--- src/rtl/mux8_rr_sched_pkg.sv ---
// mux_sched_pkg: shared state encoding and widths for the 8-way round-robin mux scheduler
package mux_sched_pkg;
    typedef enum logic {IDLE, BUSY} state_t;
    localparam int NREQ = 8;
    localparam int SELW = 3;
endpackage

--- src/rtl/mux8_rr_sched_if.sv ---
// mux8_rr_sched_if: requester/consumer bundle around the scheduler
// master: drives req, din, ready; observes sel, gnt, valid, y, busy
// slave:  the scheduler side of the same signals
interface mux8_rr_sched_if;
    import mux_sched_pkg::*;
    logic [NREQ-1:0] req;
    logic [NREQ-1:0] din;
    logic            ready;
    logic [SELW-1:0] sel;
    logic [NREQ-1:0] gnt;
    logic            valid;
    logic            y;
    logic            busy;
    modport master(output req, din, ready, input sel, gnt, valid, y, busy);
    modport slave(input req, din, ready, output sel, gnt, valid, y, busy);
endinterface

--- src/rtl/mux8.sv ---
// mux8: 8:1 single-bit mux built as a three-level 2:1 tree
// din: data inputs, sel: select, y: din[sel]
module mux8
    import mux_sched_pkg::*;
(
    input  logic [NREQ-1:0] din,
    input  logic [SELW-1:0] sel,
    output logic            y
);
    logic [3:0] l1;
    logic [1:0] l2;
    for (genvar g = 0; g < 4; g++) begin : g_l1
        assign l1[g] = sel[0] ? din[2*g+1] : din[2*g];
    end
    for (genvar g = 0; g < 2; g++) begin : g_l2
        assign l2[g] = sel[1] ? l1[2*g+1] : l1[2*g];
    end
    assign y = sel[2] ? l2[1] : l2[0];
endmodule

--- src/rtl/rr_search8.sv ---
// rr_search8: circular priority search over 8 requests starting at index start
// req: request vector, start: first index to look at
// idx: first set request in order start, start+1, ... (wraps), any: some request set
module rr_search8
    import mux_sched_pkg::*;
(
    input  logic [NREQ-1:0] req,
    input  logic [SELW-1:0] start,
    output logic [SELW-1:0] idx,
    output logic            any
);
    // Scan farthest-first so the closest hit to start overwrites the rest
    always_comb begin
        idx = start;
        for (int i = NREQ - 1; i >= 0; i--) begin
            if (req[start + SELW'(i)]) idx = start + SELW'(i);
        end
    end
    assign any = |req;
endmodule

--- src/rtl/mux8_rr_sched.sv ---
// mux8_rr_sched: round-robin owner of one 8:1 mux lane, granting bursts of up to BURST beats
// clk, rst: clock and synchronous active-high reset
// bus (slave): req/din/ready in; registered sel/gnt/busy out; valid and y combinational
module mux8_rr_sched
    import mux_sched_pkg::*;
#(
    parameter int BURST = 4
)(
    input  logic                 clk,
    input  logic                 rst,
    mux8_rr_sched_if.slave       bus
);
    localparam int CW = BURST > 1 ? $clog2(BURST) : 1;

    state_t          state_q, state_d;
    logic [SELW-1:0] ptr_q, ptr_d;
    logic [SELW-1:0] sel_q, sel_d;
    logic [NREQ-1:0] gnt_q, gnt_d;
    logic [CW-1:0]   cnt_q, cnt_d;
    logic [SELW-1:0] start;
    logic [SELW-1:0] idx;
    logic            any;
    logic            mux_y;
    logic            xfer;
    logic            rel;

    // One search serves both idle arbitration (from ptr) and release hand-over (from sel+1)
    assign start = state_q == IDLE ? ptr_q : sel_q + SELW'(1);

    rr_search8 u_search (.req(bus.req), .start(start), .idx(idx), .any(any));
    mux8       u_mux    (.din(bus.din), .sel(sel_q), .y(mux_y));

    assign bus.valid = state_q == BUSY && bus.req[sel_q];
    assign bus.y     = bus.valid & mux_y;
    assign bus.sel   = sel_q;
    assign bus.gnt   = gnt_q;
    assign bus.busy  = state_q == BUSY;
    assign xfer      = bus.valid & bus.ready;
    assign rel       = state_q == BUSY && ((xfer && cnt_q == CW'(BURST - 1)) || !bus.req[sel_q]);

    always_comb begin
        state_d = state_q;
        ptr_d   = ptr_q;
        sel_d   = sel_q;
        gnt_d   = gnt_q;
        cnt_d   = cnt_q;
        if (rel) ptr_d = sel_q + SELW'(1);
        if ((state_q == IDLE || rel) && any) begin
            state_d = BUSY;
            sel_d   = idx;
            gnt_d   = NREQ'(1) << idx;
            cnt_d   = '0;
        end else if (rel) begin
            state_d = IDLE;
            gnt_d   = '0;
        end else if (xfer) begin
            cnt_d = cnt_q + CW'(1);
        end
    end

    always_ff @(posedge clk) begin
        if (rst) begin
            state_q <= IDLE;
            ptr_q   <= '0;
            sel_q   <= '0;
            gnt_q   <= '0;
            cnt_q   <= '0;
        end else begin
            state_q <= state_d;
            ptr_q   <= ptr_d;
            sel_q   <= sel_d;
            gnt_q   <= gnt_d;
            cnt_q   <= cnt_d;
        end
    end
endmodule

--- src/flat_wrapper.sv ---
// flat-port wrapper written by rule: the top's interface ports become plain ports
module mux8_rr_sched_flat import mux_sched_pkg::*;
#(
    parameter int BURST = 4
)
  (clk, rst, bus_req, bus_din, bus_ready, bus_sel, bus_gnt, bus_valid, bus_y, bus_busy);
  mux8_rr_sched_if bus_i ();
  input  logic clk;
  input  logic rst;
  input wire logic [$bits(bus_i.req)-1:0] bus_req;
  input wire logic [$bits(bus_i.din)-1:0] bus_din;
  input wire logic [$bits(bus_i.ready)-1:0] bus_ready;
  output wire logic [$bits(bus_i.sel)-1:0] bus_sel;
  output wire logic [$bits(bus_i.gnt)-1:0] bus_gnt;
  output wire logic [$bits(bus_i.valid)-1:0] bus_valid;
  output wire logic [$bits(bus_i.y)-1:0] bus_y;
  output wire logic [$bits(bus_i.busy)-1:0] bus_busy;
  assign bus_i.req = bus_req;
  assign bus_i.din = bus_din;
  assign bus_i.ready = bus_ready;
  assign bus_sel = bus_i.sel;
  assign bus_gnt = bus_i.gnt;
  assign bus_valid = bus_i.valid;
  assign bus_y = bus_i.y;
  assign bus_busy = bus_i.busy;
  mux8_rr_sched #(.BURST(BURST)) u_core (.clk(clk), .rst(rst), .bus(bus_i));
endmodule
--- config.mk ---
export PLATFORM = sky130hd
export DESIGN_NAME = mux8_rr_sched_flat
export DESIGN_NICKNAME = d
export VERILOG_FILES = /design/src/rtl/mux8_rr_sched_pkg.sv /design/src/rtl/mux8_rr_sched_if.sv /design/src/rtl/mux8.sv /design/src/rtl/rr_search8.sv /design/src/rtl/mux8_rr_sched.sv /design/src/flat_wrapper.sv
export SDC_FILE = /design/constraint.sdc
export NUM_CORES = 1
export LEC_CHECK = 0
export BUFFER_PORTS_ARGS = -buffer_cell sky130_fd_sc_hd__clkbuf_2
export CORE_MARGIN = 10
export CORE_UTILIZATION = 55
export DETAILED_ROUTE_END_ITERATION = 10
export GPL_TIMING_DRIVEN = 0
export PLACE_DENSITY = 0.79
export SLEW_MARGIN = 20
export SYNTH_ARGS = -nofsm -noshare
export SYNTH_HDL_FRONTEND = slang
export SYNTH_HIERARCHICAL = 1
export SYNTH_SLANG_ARGS = --single-unit
--- constraint.sdc ---
create_clock -name clk -period 9.85 [get_ports clk]
set_clock_uncertainty 0.2 [all_clocks]
set_input_delay 0.4925 -clock clk [delete_from_list [all_inputs] [get_ports clk]]
set_output_delay 0.4925 -clock clk [all_outputs]
set_load 0.01 [all_outputs]
==> impl_metrics.csv, run 1 <==
group,metric,value,unit
status,status,"finished clean",
global_routing,grt_max_degree,11,
routing,dr.pass1.iters,4,
sta,setup_tns,0,ns
clock_network,cts.clk_slew.worst_paths,0.11,ns
cells_and_area,final_common_cell,"clkbuf_2",
clock_network,cts_made_buffers,3,
routing,vias,1721,
sta,setup_viol_count_final,0,
die,die_w,79.5,µm
global_routing,grt-ovfl-total,0,
cells_and_area,finalNonFillerCells,281,
yosys,synthesis.nets,222,
sta,finalWorstSetupSlack,5.29,ns
sta,worst_pin_slew,0.549,ns
worst_setup_path,cp-start-kind,"register",
worst_setup_path,critical_path_class,"register to register",
routing,drc_errors,0,
yosys,synth_top_area_cell,"dfxtp_1",
routing,antenna_left,0,
worst_setup_path,reg2reg_slack,5.29,ns
clock_network,clkSinkCount,17,
yosys,syn_area_per_cell,9.80,µm²
clock_network,cts_resized,0,
yosys,ys_seq_elements,17,
worst_setup_path,cp_cell_sequence,"ha_1 > mux2_2 > buf_6 > clkbuf_1 > inv_1 > ha_1 > clkbuf_1 > mux4_2 > a221oi_1 > a22o_1 > nand4_1 > a21oi_1 > nand2b_1 > or2_2 > o32ai_1",
cells_and_area,final_util,0.647,
power,p_per_area,320,nW/µm²
die,num_io_pins,33,
power,peakVddDrop,175,µV
clock_network,cts.root.buffer_cell,"clkbuf_4",
cells_and_area,final_cell_mix,"clkbuf_2 (32), inv_1 (17), dfxtp_1 (17)",
global_routing,antenna_found_initial,0,
sta,period_share,0.463,
placed_design,dp_hpwl,3500,µm
cells_and_area,drive_gt1_frac,0.319,
die,core.rowCount,21,
clock_network,h-tree-depth,1,
sta,drv_slew,0,
cells_and_area,antenna_cells,0,
worst_hold_path,hold_path_class,"register to register",
yosys,ys_warn_count,6,
sta,rsz0062_at_grt,"false",
worst_setup_path,cp-end-kind,"register",
yosys,ys_seq_area_frac,0.175,
placed_design,placedCellCount,277,
yosys,syn_inst,199,
worst_setup_path,critPathRequiredTime,9.87,ns
yosys,ys.flop_type,"dfxtp_1",
power,cellLeakagePower,0.853,nW
clock_network,clock_latency,0.30,ns
routing,drt-initial-drc-count,164,
routing,routed_wl,4420,µm
power,clock_power_share,0.054,
yosys,netlist.area_leader.share,0.175,
die,core-area,3390,µm²
run,maxCapViolCount,0,
power,p_int,0.358,mW
power,power,0.702,mW
clock_network,cts_tree,"yes",
placed_design,numPortBuffers,32,
yosys,ys_top_cells_by_area,"dfxtp_1 (17%), mux4_2 (9.2%), mux2i_1 (8.2%)",
yosys,synth_edf_count,0,
power,p_seq_frac,0.150,
power,pwr-share-comb,0.795,
yosys,synth_cell_type_count,58,
worst_setup_path,crit_path_top_delay_cell,"mux4_2",
routing,wire_per_inst,15.7,µm
cells_and_area,fin_nets,259,
worst_setup_path,critPathArrivalTime,4.58,ns
yosys,synth_area,1950,µm²
global_routing,grt_use_total,0.141,
worst_setup_path,crit_path_max_incr_delay,0.45,ns
clock_network,clock_path_buffers,2,
die,die_area,6330,µm²
sta,hold_viol,0,
routing,drt-vias-per-instance,6.12,
sta,fmaxAchievable,219,MHz
worst_setup_path,cp_max_fo,10,
placed_design,pre_cts_ws,5.40,ns
placed_design,gp_congestion,0.874,
sta,slew_headroom,0.629,
global_routing,first_global_vias,1543,
clock_network,post_cts_buffers,0,
global_routing,grt_pass1_wl,7510,µm
clock_network,cts_hold_buffers,0,
die,die_height,79.5,µm
die,start_util,0.575,
power,power_switching,0.344,mW
power,p_sw_frac,0.490,
sta,layout_min_cycle_time,4.56,ns
yosys,async_reset_ff_frac,0,
cells_and_area,syn_to_final_growth,12.6,%
cell type report:
class	count	area, µm²
multi-input cells	155	1480
well taps	46	57.6
flip-flops and latches	17	340
repair buffers	32	160
clock buffers	3	22.5
inverters	17	63.8
plain buffers	10	65.1
fillers	279	1190
clock inverters	1	5.00
synthesized netlist by cell type, types with 3 or more instances:
cell	count
o32ai_1	8
nand4_1	4
nand2_1	16
a22o_1	3
dfxtp_1	17
nor2_1	13
nand2b_1	9
o21ai_1	3
o22ai_1	3
ha_1	4
mux2_2	8
inv_1	17
a211oi_1	4
clkbuf_1	5
mux4_1	4
a21oi_1	3
buf_6	3
mux4_2	8
mux2i_1	16
sequential cells by signal, indices dropped and copies added (netlist names):
name / count
u_core/ptr_q: 3
u_core/bus.gnt: 8
u_core/bus.sel: 3
u_core/bus.busy: 1
u_core/cnt_q: 2
kinds of logic (layout without fill, tap and decap cells):
family / count (synthesis) / count (layout) / share of synthesized area
and+or+nand+nor: 59 / 59 / 0.157
DFF: 17 / 17 / 0.175
AOI/OAI and AO/OA: 48 / 48 / 0.241
xor gates and xnor gates: 4 / 4 / 0.0218
adders and majority gates: 4 / 4 / 0.0257
muxes: 40 / 40 / 0.313
buffers and inverters: 27 / 63 / 0.0661
worst paths after layout:
kind | start | endpoint | depth (start not counted)
worst max register to register | u_core/bus.sel[1] | u_core/bus.gnt[4] | 15
worst min-delay path | u_core/bus.gnt[3] | u_core/bus.gnt[3] | 2
worst min register to register | u_core/bus.gnt[3] | u_core/bus.gnt[3] | 2
worst max-delay path | u_core/bus.sel[1] | u_core/bus.gnt[4] | 15
metal layers:
metal | vias up | GRT usage | wire [µm]
li1 | 844 | - | -
met1 | 816 | 0.199 | 2070
met3 | 2 | 0.0439 | 373
met5 | - | 0 | 0
met4 | 0 | 0.0215 | 17
met2 | 59 | 0.207 | 1960
per-stage QoR:
step | hold slack [ns] | cell area [µm²]
floorplan | 0.247 | 1950
global placement | 0.262 | 2170
detailed placement | 0.268 | 2170
CTS | 0.283 | 2190
global route | 0.314 | 2190
finish | 0.280 | 2190
critical path: cells and delay by family, from the launching register on:
family	cells	cell delay (ns)
AOI/OAI and AO/OA	4	1.05
muxes	2	0.66
buffers and inverters	4	1.02
and+or+nand+nor	3	0.51
adders and majority gates	2	0.62
DFF	1	0.41
power groups by stage:
stage,clock (mW),combinational [mW],sequential [mW]
6_report,0.0381,0.558,0.106
5_1_grt,0.0418,0.610,0.108
4_1_cts,0.0396,0.555,0.106
3_5_place_dp,0,0.553,0.107
3_3_place_gp,0,0.546,0.106
2_1_floorplan,0,0.447,0.110
Power figures use the tool's default switching activity.
==> run 2: changes to the inputs <==
--- a/config.mk
+++ b/config.mk
@@ -5,12 +5,13 @@
 export SDC_FILE = /design/constraint.sdc
 export NUM_CORES = 1
 export LEC_CHECK = 0
+export ABC_AREA = 1
 export BUFFER_PORTS_ARGS = -buffer_cell sky130_fd_sc_hd__clkbuf_2
 export CORE_MARGIN = 10
 export CORE_UTILIZATION = 55
 export DETAILED_ROUTE_END_ITERATION = 10
 export GPL_TIMING_DRIVEN = 0
-export PLACE_DENSITY = 0.79
+export PLACE_DENSITY = 0.8
 export SLEW_MARGIN = 20
 export SYNTH_ARGS = -nofsm -noshare
 export SYNTH_HDL_FRONTEND = slang
==> constraint.sdc (replaced) <==
create_clock -name clk -period 4.4 [get_ports clk]
set_clock_uncertainty 0.2 [all_clocks]
set_input_delay 0.22 -clock clk [delete_from_list [all_inputs] [get_ports clk]]
set_output_delay 0.22 -clock clk [all_outputs]
set_load 0.01 [all_outputs]
==> impl_metrics.csv, run 2 <==
group,metric,value,unit
status,status,"finished clean",
clock_network,clock_path_buffers,2,
global_routing,antenna_found_initial,0,
routing,drt-vias-per-instance,5.04,
global_routing,grt_pass1_wl,7580,µm
sta,finalWorstSetupSlack,0.780,ns
clock_network,cts_tree,"yes",
power,peakVddDrop,392,µV
global_routing,grt_use_total,0.148,
routing,antenna_left,0,
cells_and_area,syn_to_final_growth,13.4,%
cells_and_area,final_common_cell,"nand2_1",
yosys,synth_top_area_cell,"dfxtp_1",
placed_design,numPortBuffers,31,
placed_design,dp_hpwl,3590,µm
worst_setup_path,critPathArrivalTime,3.65,ns
global_routing,first_global_vias,1754,
yosys,ys_seq_area_frac,0.193,
run,maxCapViolCount,0,
sta,worst_pin_slew,0.514,ns
die,die_height,76.6,µm
routing,wire_per_inst,11.9,µm
worst_setup_path,cp_max_fo,14,
sta,hold_viol,0,
sta,setup_tns,0,ns
worst_hold_path,hold_path_class,"input port to register",
worst_hold_path,hold_start,"bus_ready",
yosys,synth_area,1760,µm²
sta,slew_headroom,0.657,
die,num_io_pins,33,
cells_and_area,drive_gt1_frac,0.245,
sta,holdWs,0.0664,ns
die,core.rowCount,20,
routing,drc_errors,0,
routing,routed_wl,4420,µm
yosys,syn_inst,292,
yosys,ys_top_cells_by_area,"dfxtp_1 (19%), nand2_1 (19%), nand3_1 (14%)",
clock_network,cts_hold_buffers,0,
cells_and_area,antenna_cells,0,
global_routing,grt-ovfl-total,0,
clock_network,h-tree-depth,1,
clock_network,cts_resized,0,
clock_network,post_cts_buffers,0,
worst_setup_path,cp-start-kind,"register",
worst_setup_path,critPathRequiredTime,4.43,ns
die,core-area,3050,µm²
power,power,1.55,mW
routing,drt-initial-drc-count,109,
yosys,synth_cell_type_count,30,
clock_network,cts.clk_slew.worst_paths,0.10,ns
power,cellLeakagePower,1.10,nW
yosys,synthesis.nets,315,
sta,period_share,0.823,
worst_setup_path,crit_path_start,"u_core/bus.sel[0]",
cells_and_area,final_cell_mix,"nand2_1 (87), nand3_1 (49), inv_1 (41)",
cells_and_area,fin_nets,351,
routing,vias,1870,
die,start_util,0.578,
sta,setup_viol_count_final,0,
yosys,syn_area_per_cell,6.04,µm²
sta,drv_slew,0,
worst_setup_path,critical_path_class,"register to register",
placed_design,pre_cts_ws,0.831,ns
global_routing,grt_max_degree,15,
power,p_per_area,774,nW/µm²
clock_network,cts.root.buffer_cell,"clkbuf_4",
yosys,synth_edf_count,0,
sta,fmaxAchievable,276,MHz
yosys,synth_common_cells,"nand2_1 (87), nand3_1 (49), inv_1 (41)",
yosys,yosysMostFrequentCell,"nand2_1",
worst_setup_path,cp-end-kind,"register",
placed_design,gp_congestion,0.893,
cells_and_area,fillerInstances,321,
clock_network,clkSinkCount,17,
cells_and_area,largest_reg_flops,8,
yosys,async_reset_ff_frac,0,
yosys,netlist.area_leader.share,0.193,
yosys,ys_seq_elements,17,
die,die_area,5870,µm²
yosys,ys.flop_type,"dfxtp_1",
sta,rsz0062_at_grt,"false",
worst_setup_path,r2r_start,"u_core/bus.sel[0]",
sta,layout_min_cycle_time,3.62,ns
yosys,ys_warn_count,6,
die,die_w,76.6,µm
clock_network,cts_made_buffers,3,
clock_network,clock_latency,0.29,ns
routing,dr.pass1.iters,4,
==> run 2: worst max-delay path, cell delays in order (launching register included) <==
cell	delay, ns
dfxtp_1	0.66
ha_1	0.34
nand2_1	0.08
nand2_1	0.09
inv_1	0.23
ha_1	0.38
inv_2	0.15
nand3_1	0.12
nand3_2	0.12
nand2_4	0.07
a21oi_2	0.10
nand2_1	0.06
nand2_1	0.05
nand2_1	0.05
nand2_1	0.05
nand2_1	0.06
a21oi_2	0.26
nand2_1	0.12
nor2_1	0.11
nand3_1	0.09
a21oi_1	0.15
==> run 2: layer usage <==
layer | track usage | part of all wire
met1 | 0.169 | 0.43
met2 | 0.277 | 0.52
met3 | 0.0236 | 0.042
met4 | 0.0297 | 0.0034
met5 | 0 | 0
==> run 2: layout make-up <==
type | count | area, µm² | share of cell area
clock buffers | 4 | 26.3 | 0.0131
plain buffers | 6 | 46.3 | 0.0231
well taps | 44 | 55.1 | 0.0275
inverters | 50 | 198 | 0.0988
multi-input cells | 219 | 1180 | 0.590
repair buffers | 31 | 155 | 0.0775
flip-flops and latches | 17 | 340 | 0.170
==> run 2: kinds of logic after synthesis <==
| group | synth area share |
|---|---|
| AO/OA/AOI/OAI | 0.0950 |
| AND/OR/NAND/NOR | 0.506 |
| buffers and inverters | 0.138 |
| adder cells (fa/ha/maj) | 0.0284 |
| flip-flops | 0.193 |
| XOR/XNOR | 0.0390 |
==> run 2: power breakdown <==
| part | switching [mW] | internal (mW) | leakage, nW |
|---|---|---|---|
| clock | 0.0480 | 0.0353 | 0.0150 |
| combinational | 0.778 | 0.443 | 0.948 |
| sequential | 0.0448 | 0.199 | 0.139 |
==> run 2: path summary, 6_finish.rpt <==
| kind | end | cells past startpoint | slack, ns |
|---|---|---|---|
| worst max-delay path | u_core/bus.gnt[2] | 20 | 0.78 |
| worst min-delay path | u_core/cnt_q[0] | 4 | 0.07 |
| worst max register to register | u_core/bus.gnt[2] | 20 | 0.78 |
| worst min register to register | u_core/bus.gnt[1] | 2 | 0.27 |
==> run 2: per-stage QoR <==
step	instance area [µm²]	std cells	utilization
after floorplan	1760	292	-
after global placement	1970	367	0.647
after detailed placement	1970	367	0.647
after CTS	2000	371	0.655
after global routing	2000	371	0.655
final	2000	371	0.655
==> run 3: changes to the inputs <==
--- a/config.mk
+++ b/config.mk
@@ -8,10 +8,10 @@
 export ABC_AREA = 1
 export BUFFER_PORTS_ARGS = -buffer_cell sky130_fd_sc_hd__clkbuf_2
 export CORE_MARGIN = 10
-export CORE_UTILIZATION = 55
+export CORE_UTILIZATION = 51
 export DETAILED_ROUTE_END_ITERATION = 10
 export GPL_TIMING_DRIVEN = 0
-export PLACE_DENSITY = 0.8
+export PLACE_DENSITY = 0.78
 export SLEW_MARGIN = 20
 export SYNTH_ARGS = -nofsm -noshare
 export SYNTH_HDL_FRONTEND = slang
==> constraint.sdc (replaced) <==
create_clock -name clk -period 3.25 [get_ports clk]
set_clock_uncertainty 0.2 [all_clocks]
set_input_delay 0.1625 -clock clk [delete_from_list [all_inputs] [get_ports clk]]
set_output_delay 0.1625 -clock clk [all_outputs]
set_load 0.01 [all_outputs]
==> impl_metrics.csv, run 3 (same netlist as run 2, synthesis figures left out) <==
group,metric,value,unit
status,status,"finished clean",
cells_and_area,fin_nets,359,
worst_setup_path,r2r_end,"u_core/bus.gnt[1]",
worst_setup_path,critical_path_class,"register to register",
die,die_height,78.8,µm
global_routing,first_global_vias,1749,
sta,layout_min_cycle_time,2.94,ns
clock_network,cts_tree,"yes",
sta,period_share,0.905,
sta,fmaxAchievable,340,MHz
clock_network,cts_made_buffers,3,
cells_and_area,largest_reg_flops,8,
sta,slew_headroom,0.703,
power,power_switching,1.20,mW
sta,drv_slew,0,
global_routing,grt_use_total,0.138,
worst_setup_path,crit_path_max_incr_delay,0.34,ns
cells_and_area,final_common_cell,"nand2_1",
worst_setup_path,crit_buf_inv,8,
cells_and_area,multi_input_area,1210,µm²
power,cellLeakagePower,1.15,nW
clock_network,clock_path_buffers,2,
worst_setup_path,critPathRequiredTime,3.27,ns
placed_design,dp_hpwl,3410,µm
worst_setup_path,cp_max_fo,10,
power,pwr-share-comb,0.806,
global_routing,grt_pass1_wl,7500,µm
worst_setup_path,critPathArrivalTime,2.96,ns
worst_setup_path,reg2reg_slack,0.31,ns
sta,worst_pin_slew,0.446,ns
power,power,2.19,mW
die,die_area,6210,µm²
placed_design,numPortBuffers,31,
die,core.rowCount,21,
clock_network,cts.root.buffer_cell,"clkbuf_4",
worst_setup_path,path_delay_family,"simple AND/OR/NAND/NOR gates",
worst_setup_path,r2r_start,"u_core/bus.busy",
clock_network,clock_latency,0.28,ns
routing,vias,1884,
cells_and_area,drive_gt1_frac,0.293,
global_routing,grt-ovfl-total,0,
cells_and_area,syn_to_final_growth,19.8,%
worst_setup_path,path_depth,25,
die,die_w,78.8,µm
routing,drt-vias-per-instance,4.94,
worst_setup_path,cp-end-kind,"register",
global_routing,antenna_found_initial,0,
sta,hold_viol,0,
cells_and_area,final_util,0.633,
global_routing,grt_max_degree,15,
power,p_int,0.988,mW
clock_network,h-tree-depth,1,
worst_setup_path,rr_worst_depth,25,
clock_network,cts.clk_slew.worst_paths,0.10,ns
die,core-area,3340,µm²
cells_and_area,seqCellArea,349,µm²
power,peakVddDrop,577,µV
worst_setup_path,cp-start-kind,"register",
routing,drc_errors,0,
worst_setup_path,crit_path_top_delay_cell,"dfxtp_2",
worst_setup_path,cp_common_cell,"nand2_1",
run,maxCapViolCount,0,
cells_and_area,fillerInstances,347,
routing,wire_per_inst,11.7,µm
clock_network,clkSinkCount,17,
cells_and_area,final_cell_mix,"nand2_1 (85), nand3_1 (49), inv_1 (39)",
worst_hold_path,hold_start,"bus_ready",
placed_design,gp_congestion,0.913,
routing,drt-initial-drc-count,141,
cells_and_area,antenna_cells,0,
power,p_sw_frac,0.548,
die,start_util,0.529,
routing,dr.pass1.iters,4,
worst_setup_path,worstSetupEndpoint,"u_core/bus.gnt[1]",
power,clock_power_share,0.050,
clock_network,cts_hold_buffers,0,
power,p_per_area,1040,nW/µm²
sta,setup_viol_count_final,0,
worst_hold_path,hold_path_class,"input port to register",
routing,routed_wl,4440,µm
power,p_seq_frac,0.144,
die,num_io_pins,33,
worst_setup_path,crit_path_start,"u_core/bus.busy",
routing,antenna_left,0,
run 3: cell count changes in the layout (fill, tap and decap cells not counted), sizes merged:
| cell | before | now |
|---|---|---|
| buf | 3 | 12 |
| clkbuf | 38 | 36 |
| clkinv | 1 | 2 |
run 3: worst min-delay path by stage:
stage / to / slack [ns] / cells past startpoint
after floorplan: u_core/cnt_q[0] / 0.20 / 3
after global placement: u_core/bus.gnt[0] / 0.25 / 2
after detailed placement: u_core/bus.gnt[3] / 0.25 / 2
after CTS: u_core/cnt_q[0] / 0.007 / 4
after global routing: u_core/cnt_q[1] / 0.03 / 4
final: u_core/cnt_q[0] / 0.02 / 4
run 3: final cells by class:
class / count / area share
Buffer: 6 / 0.0249
Clock buffer: 3 / 0.0107
Clock inverter: 1 / 0.00237
Inverter: 50 / 0.0959
Multi-Input combinational cell: 219 / 0.572
Sequential cell: 17 / 0.165
Tap cell: 46 / 0.0272
Timing Repair Buffer: 39 / 0.102
run 3: stage by stage:
| stage | instances | area [µm²] | setup TNS (ns) | worst slack (ns) | hold WS [ns] |
|---|---|---|---|---|---|
| floorplan | 292 | 1760 | 0 | 0.165 | 0.197 |
| global placement | 369 | 1980 | -2.05 | -0.278 | 0.249 |
| detailed placement | 369 | 1980 | -2.29 | -0.302 | 0.254 |
| CTS | 373 | 2030 | 0 | 0.0496 | 0.00732 |
| global route | 381 | 2110 | -0.0107 | -0.0107 | 0.0286 |
| finish | 381 | 2110 | 0 | 0.309 | 0.0203 |
run 3: what timing repair did:
action | in CTS | in global routing
pin swaps | 0 | 2
cloned | 0 | 0
endpoints found under the setup margin | 11 | 10
buffers inserted | 0 | 8
resized for setup | 7 | 13
run 3: metal layers:
| metal | part of all wire | track usage | up-vias |
|---|---|---|---|
| met5 | 0 | 0 | - |
| met4 | 0.0061 | 0.0323 | 0 |
| met3 | 0.032 | 0.0135 | 4 |
| met2 | 0.49 | 0.242 | 33 |
| met1 | 0.47 | 0.177 | 834 |
| li1 | - | - | 1013 |
run 3: worst reg2reg max path: stages (launching register included):
cell	delay (ns)
dfxtp_2	0.34
buf_6	0.13
inv_4	0.08
nand2_1	0.07
o21ai_2	0.08
buf_6	0.17
inv_8	0.07
ha_4	0.32
inv_2	0.08
nand3_1	0.13
nand3_2	0.12
nand2_4	0.11
inv_2	0.03
nand2_1	0.05
nand2_1	0.04
nand2_1	0.05
nand2_1	0.04
nand2_1	0.07
nand3_1	0.08
nand2_2	0.10
inv_1	0.06
nor2_1	0.09
inv_1	0.06
nor2_1	0.09
nand3_1	0.08
a21oi_1	0.14
run 3: power groups by stage:
| stage | clock network (mW) | logic [mW] | registers (mW) |
|---|---|---|---|
| floorplan | 0 | 1.30 | 0.343 |
| global route | 0.127 | 2.01 | 0.323 |
| finish | 0.110 | 1.76 | 0.315 |
| detailed placement | 0 | 1.62 | 0.333 |
| global placement | 0 | 1.60 | 0.332 |
| CTS | 0.115 | 1.64 | 0.332 |
